## config.mk

```make
export PLATFORM = sky130hd
export DESIGN_NAME = switch_conditioner_flat
export DESIGN_NICKNAME = d
export VERILOG_FILES = /design/src/rtl/switch_conditioner_if.sv /design/src/rtl/switch_conditioner.sv /design/src/flat_wrapper.sv
export SDC_FILE = /design/constraint.sdc
export NUM_CORES = 1
export LEC_CHECK = 0
export CAP_MARGIN = 20
export CELL_PAD_IN_SITES_DETAIL_PLACEMENT = 1
export CELL_PAD_IN_SITES_GLOBAL_PLACEMENT = 1
export CORE_ASPECT_RATIO = 1.5
export CORE_MARGIN = 4
export CORE_UTILIZATION = 25
export CTS_CLUSTER_DIAMETER = 50
export CTS_CLUSTER_SIZE = 20
export DETAILED_ROUTE_END_ITERATION = 12
export GPL_TIMING_DRIVEN = 0
export HOLD_SLACK_MARGIN = 0.12
export PLACE_DENSITY_LB_ADDON = 0.1
export SYNTH_ARGS = -nofsm -noshare
export SYNTH_HDL_FRONTEND = slang
export SYNTH_SLANG_ARGS = --single-unit
```

## constraint.sdc

```tcl
create_clock -name CLOCK -period 2.45 [get_ports CLOCK]
set_input_delay 0.245 -clock CLOCK [delete_from_list [all_inputs] [get_ports CLOCK]]
set_output_delay 0.245 -clock CLOCK [all_outputs]
set_load 0.05 [all_outputs]
```

## src/rtl/switch_conditioner_if.sv

```systemverilog
// Switch bundle between the board side (master: drives SW_RAW) and the
// conditioner (slave: produces the cleaned vectors and window status).
interface switch_conditioner_if #(
    parameter int WIDTH = 4
);
    logic [WIDTH-1:0] SW_RAW;
    logic [WIDTH-1:0] SW_STABLE;
    logic [WIDTH-1:0] SW_RISE;
    logic [WIDTH-1:0] SW_FALL;
    logic             ANY_ON;
    logic [WIDTH-1:0] SW_CAPTURE;
    logic             CAPTURE_VALID;
    logic [1:0]       DBG_STATE;

    // No handshake: SW_RAW is a free-running asynchronous level, and every
    // output is a registered level or one-cycle pulse valid on each CLOCK edge.
    modport master (
        output SW_RAW,
        input  SW_STABLE, SW_RISE, SW_FALL, ANY_ON, SW_CAPTURE, CAPTURE_VALID, DBG_STATE
    );

    modport slave (
        input  SW_RAW,
        output SW_STABLE, SW_RISE, SW_FALL, ANY_ON, SW_CAPTURE, CAPTURE_VALID, DBG_STATE
    );
endinterface

```

## src/rtl/switch_conditioner.sv

```systemverilog
// Synchronise, debounce and edge-detect the board switches, then latch the
// first-flip vector for a bounded window. SWITCH_COND_DEBOUNCE_EN enables debouncing.
module switch_conditioner #(
    parameter int WIDTH           = 4,
    parameter int DEBOUNCE_CYCLES = 1000000,
    parameter int WINDOW_CYCLES   = 14000000
) (
    input  logic            CLOCK,
    input  logic            RESET,
    switch_conditioner_if.slave sw
);

    localparam int WW = (WINDOW_CYCLES > 1) ? $clog2(WINDOW_CYCLES) : 1;

    typedef enum logic [1:0] {
        S_IDLE    = 2'd0,
        S_CAPTURE = 2'd1,
        S_EXPIRED = 2'd2
    } state_t;

    logic [WIDTH-1:0] r_sync1;
    logic [WIDTH-1:0] r_sync2;
    logic [WIDTH-1:0] r_stable;
    logic [WIDTH-1:0] r_rise;
    logic [WIDTH-1:0] r_fall;
    logic             r_any_on;
    logic [WIDTH-1:0] r_capture;
    logic [WW-1:0]    r_win_cnt;
    state_t           r_state;

    logic [WIDTH-1:0] w_stable_next;
    logic [WIDTH-1:0] w_rise_next;
    logic [WIDTH-1:0] w_capture_next;
    logic [WW-1:0]    w_win_cnt_next;
    state_t           w_state_next;

`ifdef SWITCH_COND_DEBOUNCE_EN
    localparam int DW = $clog2(DEBOUNCE_CYCLES);
    localparam logic [DW-1:0] DB_LAST = DW'(DEBOUNCE_CYCLES - 1);

    for (genvar g = 0; g < WIDTH; g++) begin : g_debounce
        logic [DW-1:0] r_db_cnt;
        logic          w_accept;

        // A mismatch must persist for the full count; any return to the old level restarts it.
        assign w_accept         = (r_sync2[g] != r_stable[g]) && (r_db_cnt == DB_LAST);
        assign w_stable_next[g] = w_accept ? r_sync2[g] : r_stable[g];

        always_ff @(posedge CLOCK or posedge RESET) begin
            if (RESET) begin
                r_db_cnt <= '0;
            end else if ((r_sync2[g] == r_stable[g]) || w_accept) begin
                r_db_cnt <= '0;
            end else begin
                r_db_cnt <= r_db_cnt + 1'b1;
            end
        end
    end
`else
    assign w_stable_next = r_sync2;
`endif

    assign w_rise_next = w_stable_next & ~r_stable;

    always_ff @(posedge CLOCK or posedge RESET) begin
        if (RESET) begin
            r_sync1  <= '0;
            r_sync2  <= '0;
            r_stable <= '0;
            r_rise   <= '0;
            r_fall   <= '0;
            r_any_on <= 1'b0;
        end else begin
            r_sync1  <= sw.SW_RAW;
            r_sync2  <= r_sync1;
            r_stable <= w_stable_next;
            r_rise   <= w_rise_next;
            r_fall   <= ~w_stable_next & r_stable;
            r_any_on <= |w_stable_next;
        end
    end

    always_ff @(posedge CLOCK or posedge RESET) begin
        if (RESET) begin
            r_state   <= S_IDLE;
            r_capture <= '0;
            r_win_cnt <= '0;
        end else begin
            r_state   <= w_state_next;
            r_capture <= w_capture_next;
            r_win_cnt <= w_win_cnt_next;
        end
    end

    // The window reacts to the stable value being registered this edge, so
    // CAPTURE_VALID rises together with the qualifying SW_RISE.
    always_comb begin
        w_state_next   = r_state;
        w_capture_next = r_capture;
        w_win_cnt_next = r_win_cnt;
        case (r_state)
            S_IDLE: begin
                if ((|w_rise_next) && (r_stable == '0)) begin
                    w_state_next   = S_CAPTURE;
                    w_capture_next = w_stable_next;
                    w_win_cnt_next = '0;
                end
            end
            S_CAPTURE: begin
                if (w_stable_next == '0) begin
                    w_state_next   = S_IDLE;
                    w_capture_next = '0;
                end else if (r_win_cnt == WW'(WINDOW_CYCLES - 1)) begin
                    w_state_next   = S_EXPIRED;
                    w_capture_next = '0;
                end else begin
                    w_win_cnt_next = r_win_cnt + 1'b1;
                    w_capture_next = r_capture | w_rise_next;
                end
            end
            S_EXPIRED: begin
                w_capture_next = '0;
                if (w_stable_next == '0) begin
                    w_state_next = S_IDLE;
                end
            end
            default: begin
                w_state_next   = S_IDLE;
                w_capture_next = '0;
            end
        endcase
    end

    assign sw.SW_STABLE     = r_stable;
    assign sw.SW_RISE       = r_rise;
    assign sw.SW_FALL       = r_fall;
    assign sw.ANY_ON        = r_any_on;
    assign sw.SW_CAPTURE    = r_capture;
    assign sw.CAPTURE_VALID = (r_state == S_CAPTURE);
    assign sw.DBG_STATE     = r_state;

endmodule

```

## src/flat_wrapper.sv

```systemverilog
// flat-port wrapper written by rule: the top's interface ports become plain ports
module switch_conditioner_flat 
#(
    parameter int WIDTH           = 4,
    parameter int DEBOUNCE_CYCLES = 1000000,
    parameter int WINDOW_CYCLES   = 14000000
)
  (CLOCK, RESET, sw_SW_RAW, sw_SW_STABLE, sw_SW_RISE, sw_SW_FALL, sw_ANY_ON, sw_SW_CAPTURE, sw_CAPTURE_VALID, sw_DBG_STATE);
  switch_conditioner_if #(.WIDTH(WIDTH)) sw_i ();
  input  logic CLOCK;
  input  logic RESET;
  input wire logic [$bits(sw_i.SW_RAW)-1:0] sw_SW_RAW;
  output wire logic [$bits(sw_i.SW_STABLE)-1:0] sw_SW_STABLE;
  output wire logic [$bits(sw_i.SW_RISE)-1:0] sw_SW_RISE;
  output wire logic [$bits(sw_i.SW_FALL)-1:0] sw_SW_FALL;
  output wire logic [$bits(sw_i.ANY_ON)-1:0] sw_ANY_ON;
  output wire logic [$bits(sw_i.SW_CAPTURE)-1:0] sw_SW_CAPTURE;
  output wire logic [$bits(sw_i.CAPTURE_VALID)-1:0] sw_CAPTURE_VALID;
  output wire logic [$bits(sw_i.DBG_STATE)-1:0] sw_DBG_STATE;
  assign sw_i.SW_RAW = sw_SW_RAW;
  assign sw_SW_STABLE = sw_i.SW_STABLE;
  assign sw_SW_RISE = sw_i.SW_RISE;
  assign sw_SW_FALL = sw_i.SW_FALL;
  assign sw_ANY_ON = sw_i.ANY_ON;
  assign sw_SW_CAPTURE = sw_i.SW_CAPTURE;
  assign sw_CAPTURE_VALID = sw_i.CAPTURE_VALID;
  assign sw_DBG_STATE = sw_i.DBG_STATE;
  switch_conditioner #(.WIDTH(WIDTH), .DEBOUNCE_CYCLES(DEBOUNCE_CYCLES), .WINDOW_CYCLES(WINDOW_CYCLES)) u_core (.CLOCK(CLOCK), .RESET(RESET), .sw(sw_i));
endmodule
```

==> metrics <==
Finish-stage setup viols=0; first-pass GRT wire length=about 9.5 mm; clk root buf=clkbuf_16; final hold violations=0; CP endpoint kind=register; Synth Net Count=around 220; ANT cells=0; Yosys reg bits=51; leakage power=around 0.0012 uW; Sw Ratio=between 30% and 40%; Routed WL per cell=between 15 and 20 um; GR peak layer=met2; Syn Inst Count=211; Worst setup SP type=register; clock sink count=about 50; Synth Flop Type=dfrtp_1; RSZ-0062 raised after global routing=no; Hold Path Class=primary input to async pin; PD cells=between 700 and 800 nW/um2; CTS tree=done; maximum net fanout on the critical path=10; arrival time at the worst endpoint=2.42 ns; Max Freq=around 0.45 GHz; Max Cap Violations=0; number of global-route vias before repair=between 1500 and 2000; critical path's slowest cell=nor4_2; critical path cell sequence=nor4_2, inv_1, nand2_1, a21oi_1, buf_2, nand4_1, mux2i_1; Post-synth EDFFs=0; slowest cell delay on critical path=between 0.7 and 0.8 ns; I/O Buffers=25; kind of critical path=register to register; CP Data Required Time=2.67 ns; final wirelength=approximately 5.8 mm; share of cells above drive strength 1=8.57%; Syn. warnings=0; hold_ws=~0.24 ns; min Tclk post-route=between 2 and 2.5 ns; Sequential Power Share=46.5%; I/O Pins=26; clock latency on the worst-skew pair=around 0.3 ns; DR pass1 iterations=4; Chip Height=124 um; grt met1 use=a little over an eighth; status=finished clean; Starting Density=approximately a quarter; Clk pwr share=between 30% and 40%; hpwl dp=approximately 4.2 mm; Internal Power=approximately 1400 uW; Reg clk slew, reported paths=0.08 ns; M2 GR Usage=a little over a fifth; Routability Congestion=0.663; Core Region=8780 um2; clock skew=0.00882 ns; Via density=approximately 4.7; clk buf depth=2; TritonCTS buffer count=5; H-tree depth=2; nets=251; total power=2110 uW; fin. max-slew vios=0; FFs w/ async S/R, synth=100%; die area=~11000 um2; routed vias=between 1500 and 2000; Horiz. Die Dim=roughly 85 um; worst IR drop on VDD=0.280 mV; Rows=42; final period utilization=roughly nine tenths; Worst Tran Pin Value=approximately 0.95 ns; Slew HR=between 30% and 40%; Routed Antenna Nets=0; WP buf/inv=2; GRT met3 Usage=under 10%; Area growth syn-to-layout=25.4%; Netlist cell types=37; combinational group share of total power=18.7%; drt drc=0; filler instances=around 1000; Synth Cell Area=about 2200 um2; initial antenna violation count=0; CP delay by family, top=simple AND/OR/NAND/NOR gates; GRT overflow=0; GRT Overall Usage=11.9%; Iter 0 DRT Violations=48; Switching Power=slightly below 700 uW; pin count of the biggest net entering global routing=37; synthesized area per cell=about 11 um2; register area share after synthesis=roughly 57%
==> worst paths after layout <==
check                                                 start                               to  slack, ns  cells after the start
worst max-delay path            u_core.r_sync2[0]$_DFF_PP0_  u_core.r_win_cnt[6]$_DFFE_PP0P_       0.25                      7
worst min-delay path                                  RESET      u_core.r_sync1[1]$_DFF_PP0_       0.24                      2
max in group asynchronous                             RESET  u_core.r_win_cnt[4]$_DFFE_PP0P_       1.67                      3
worst min register to register  u_core.r_sync1[2]$_DFF_PP0_      u_core.r_sync2[2]$_DFF_PP0_       0.35                      0
min in group CLOCK              u_core.r_sync1[2]$_DFF_PP0_      u_core.r_sync2[2]$_DFF_PP0_       0.35                      0
worst max register to register  u_core.r_sync2[0]$_DFF_PP0_  u_core.r_win_cnt[6]$_DFFE_PP0P_       0.25                      7
==> synthesized netlist by cell type, drive strengths merged (2+ instances only) <==
| master | instances | area [um2] |
|---|---|---|
| o31ai | 2 | 15.0 |
| nor4 | 4 | 37.5 |
| dfrtp | 51 | 1280 |
| a2111oi | 4 | 35.0 |
| and3 | 6 | 38.8 |
| a21boi | 2 | 15.0 |
| clkbuf | 3 | 11.3 |
| inv | 9 | 33.8 |
| nor2b | 5 | 31.3 |
| mux2i | 7 | 70.1 |
| nand4 | 7 | 43.8 |
| nor4b | 2 | 32.5 |
| o211ai | 2 | 15.0 |
| xor2 | 8 | 70.1 |
| o21ai | 6 | 30.0 |
| nor2 | 24 | 90.1 |
| nand2b | 6 | 37.5 |
| nand2 | 19 | 71.3 |
| a21oi | 10 | 50.1 |
| nand3 | 16 | 80.1 |
| nand4b | 2 | 17.5 |
| and2 | 4 | 28.8 |
| buf | 4 | 26.3 |
==> metal layers <==
layer  share of wire [%]  wire length (um)
met5                   0                 0
met4                 1.8               106
met3                 3.0               176
met2                  55              3190
met1                  40              2340
==> cell type report <==
cell class | instances | area (um2) | share of cell area, %
clock inverter | 3 | 26.3 | 0.937
multi-input combinational | 144 | 897 | 32.0
tap | 110 | 138 | 4.91
clock buffer | 5 | 125 | 4.46
inverter | 9 | 33.8 | 1.20
timing repair buffer | 26 | 270 | 9.64
sequential | 51 | 1280 | 45.5
buffer | 7 | 37.5 | 1.34
==> registers in the layout (all words and copies together) (netlist names) <==
name,flops
u_core.sw.SW_RISE,4
u_core.sw.SW_STABLE,4
u_core.sw.ANY_ON,1
u_core.r_win_cnt,24
u_core.r_sync1,4
u_core.sw.SW_FALL,4
u_core.sw.DBG_STATE,2
u_core.sw.SW_CAPTURE,4
u_core.r_sync2,4
==> power by group through the flow <==
stage / Combinational, uW / Sequential (uW) / Clock (uW)
6_report: 395 / 980 / 733
5_1_grt: 436 / 992 / 796
4_1_cts: 402 / 980 / 767
3_5_place_dp: 399 / 995 / 0
3_3_place_gp: 389 / 995 / 0
2_1_floorplan: 164 / 1080 / 0
==> metrics by stage <==
stage / worst slack (ns) / utilization, % / TNS, ns / instance area (um2) / std cells
CTS: 0.0111 / 31.9 / 0 / 2800 / 355
global placement: -0.195 / 29.9 / -9.73 / 2620 / 346
floorplan: 0.237 / - / 0 / 2240 / 211
finish: 0.251 / 32.0 / 0 / 2800 / 355
global route: 0.0510 / 32.0 / 0 / 2800 / 355
detailed placement: 0.0292 / 30.1 / 0 / 2640 / 347
==> placed cells by master (no fill, tap or decap), drive strengths merged <==
cell type      synthesis  layout
o41a                   1       1
nor2b                  5       5
nor4b                  2       2
xor2                   8       8
and3                   6       6
clkdlybuf4s50          0      25
o211ai                 2       2
and3b                  1       1
o31ai                  2       2
nand4                  7       7
nand4b                 2       2
a21oi                 10      10
nor3                   1       1
and2                   4       4
nor2                  24      24
clkbuf                 3       8
ha                     1       1
dfrtp                 51      51
nand3                 16      16
a211o                  1       1
a2111oi                4       4
nand2b                 6       6
o21ai                  6       6
and4b                  1       1
clkinv                 0       1
buf                    4       5
nor4                   4       4
inv                    9      11
or4b                   1       1
xnor2                  1       1
nand2                 19      19
a21boi                 2       2
mux2i                  7       7
==> kinds of logic (layout without fill, tap and decap cells) <==
| family | count (synthesis) | count (layout) | share of synthesized area (%) |
|---|---|---|---|
| AO/OA/AOI/OAI | 28 | 28 | 8.06 |
| flip-flops | 51 | 51 | 57.1 |
| adder cells (fa/ha/maj) | 1 | 1 | 0.560 |
| AND/OR/NAND/NOR | 99 | 99 | 24.5 |
| multiplexers | 7 | 7 | 3.13 |
| XOR/XNOR | 9 | 9 | 3.53 |
| buffers and inverters | 16 | 50 | 3.19 |
==> what timing repair did <==
item,4_1_cts,5_1_grt
buffers inserted,0,0
hold buffers,0,0
resized for setup,0,2
endpoints found under the hold margin,0,0
setup endpoints to repair,0,2
No activity file was read; power rests on OpenSTA's default activity.
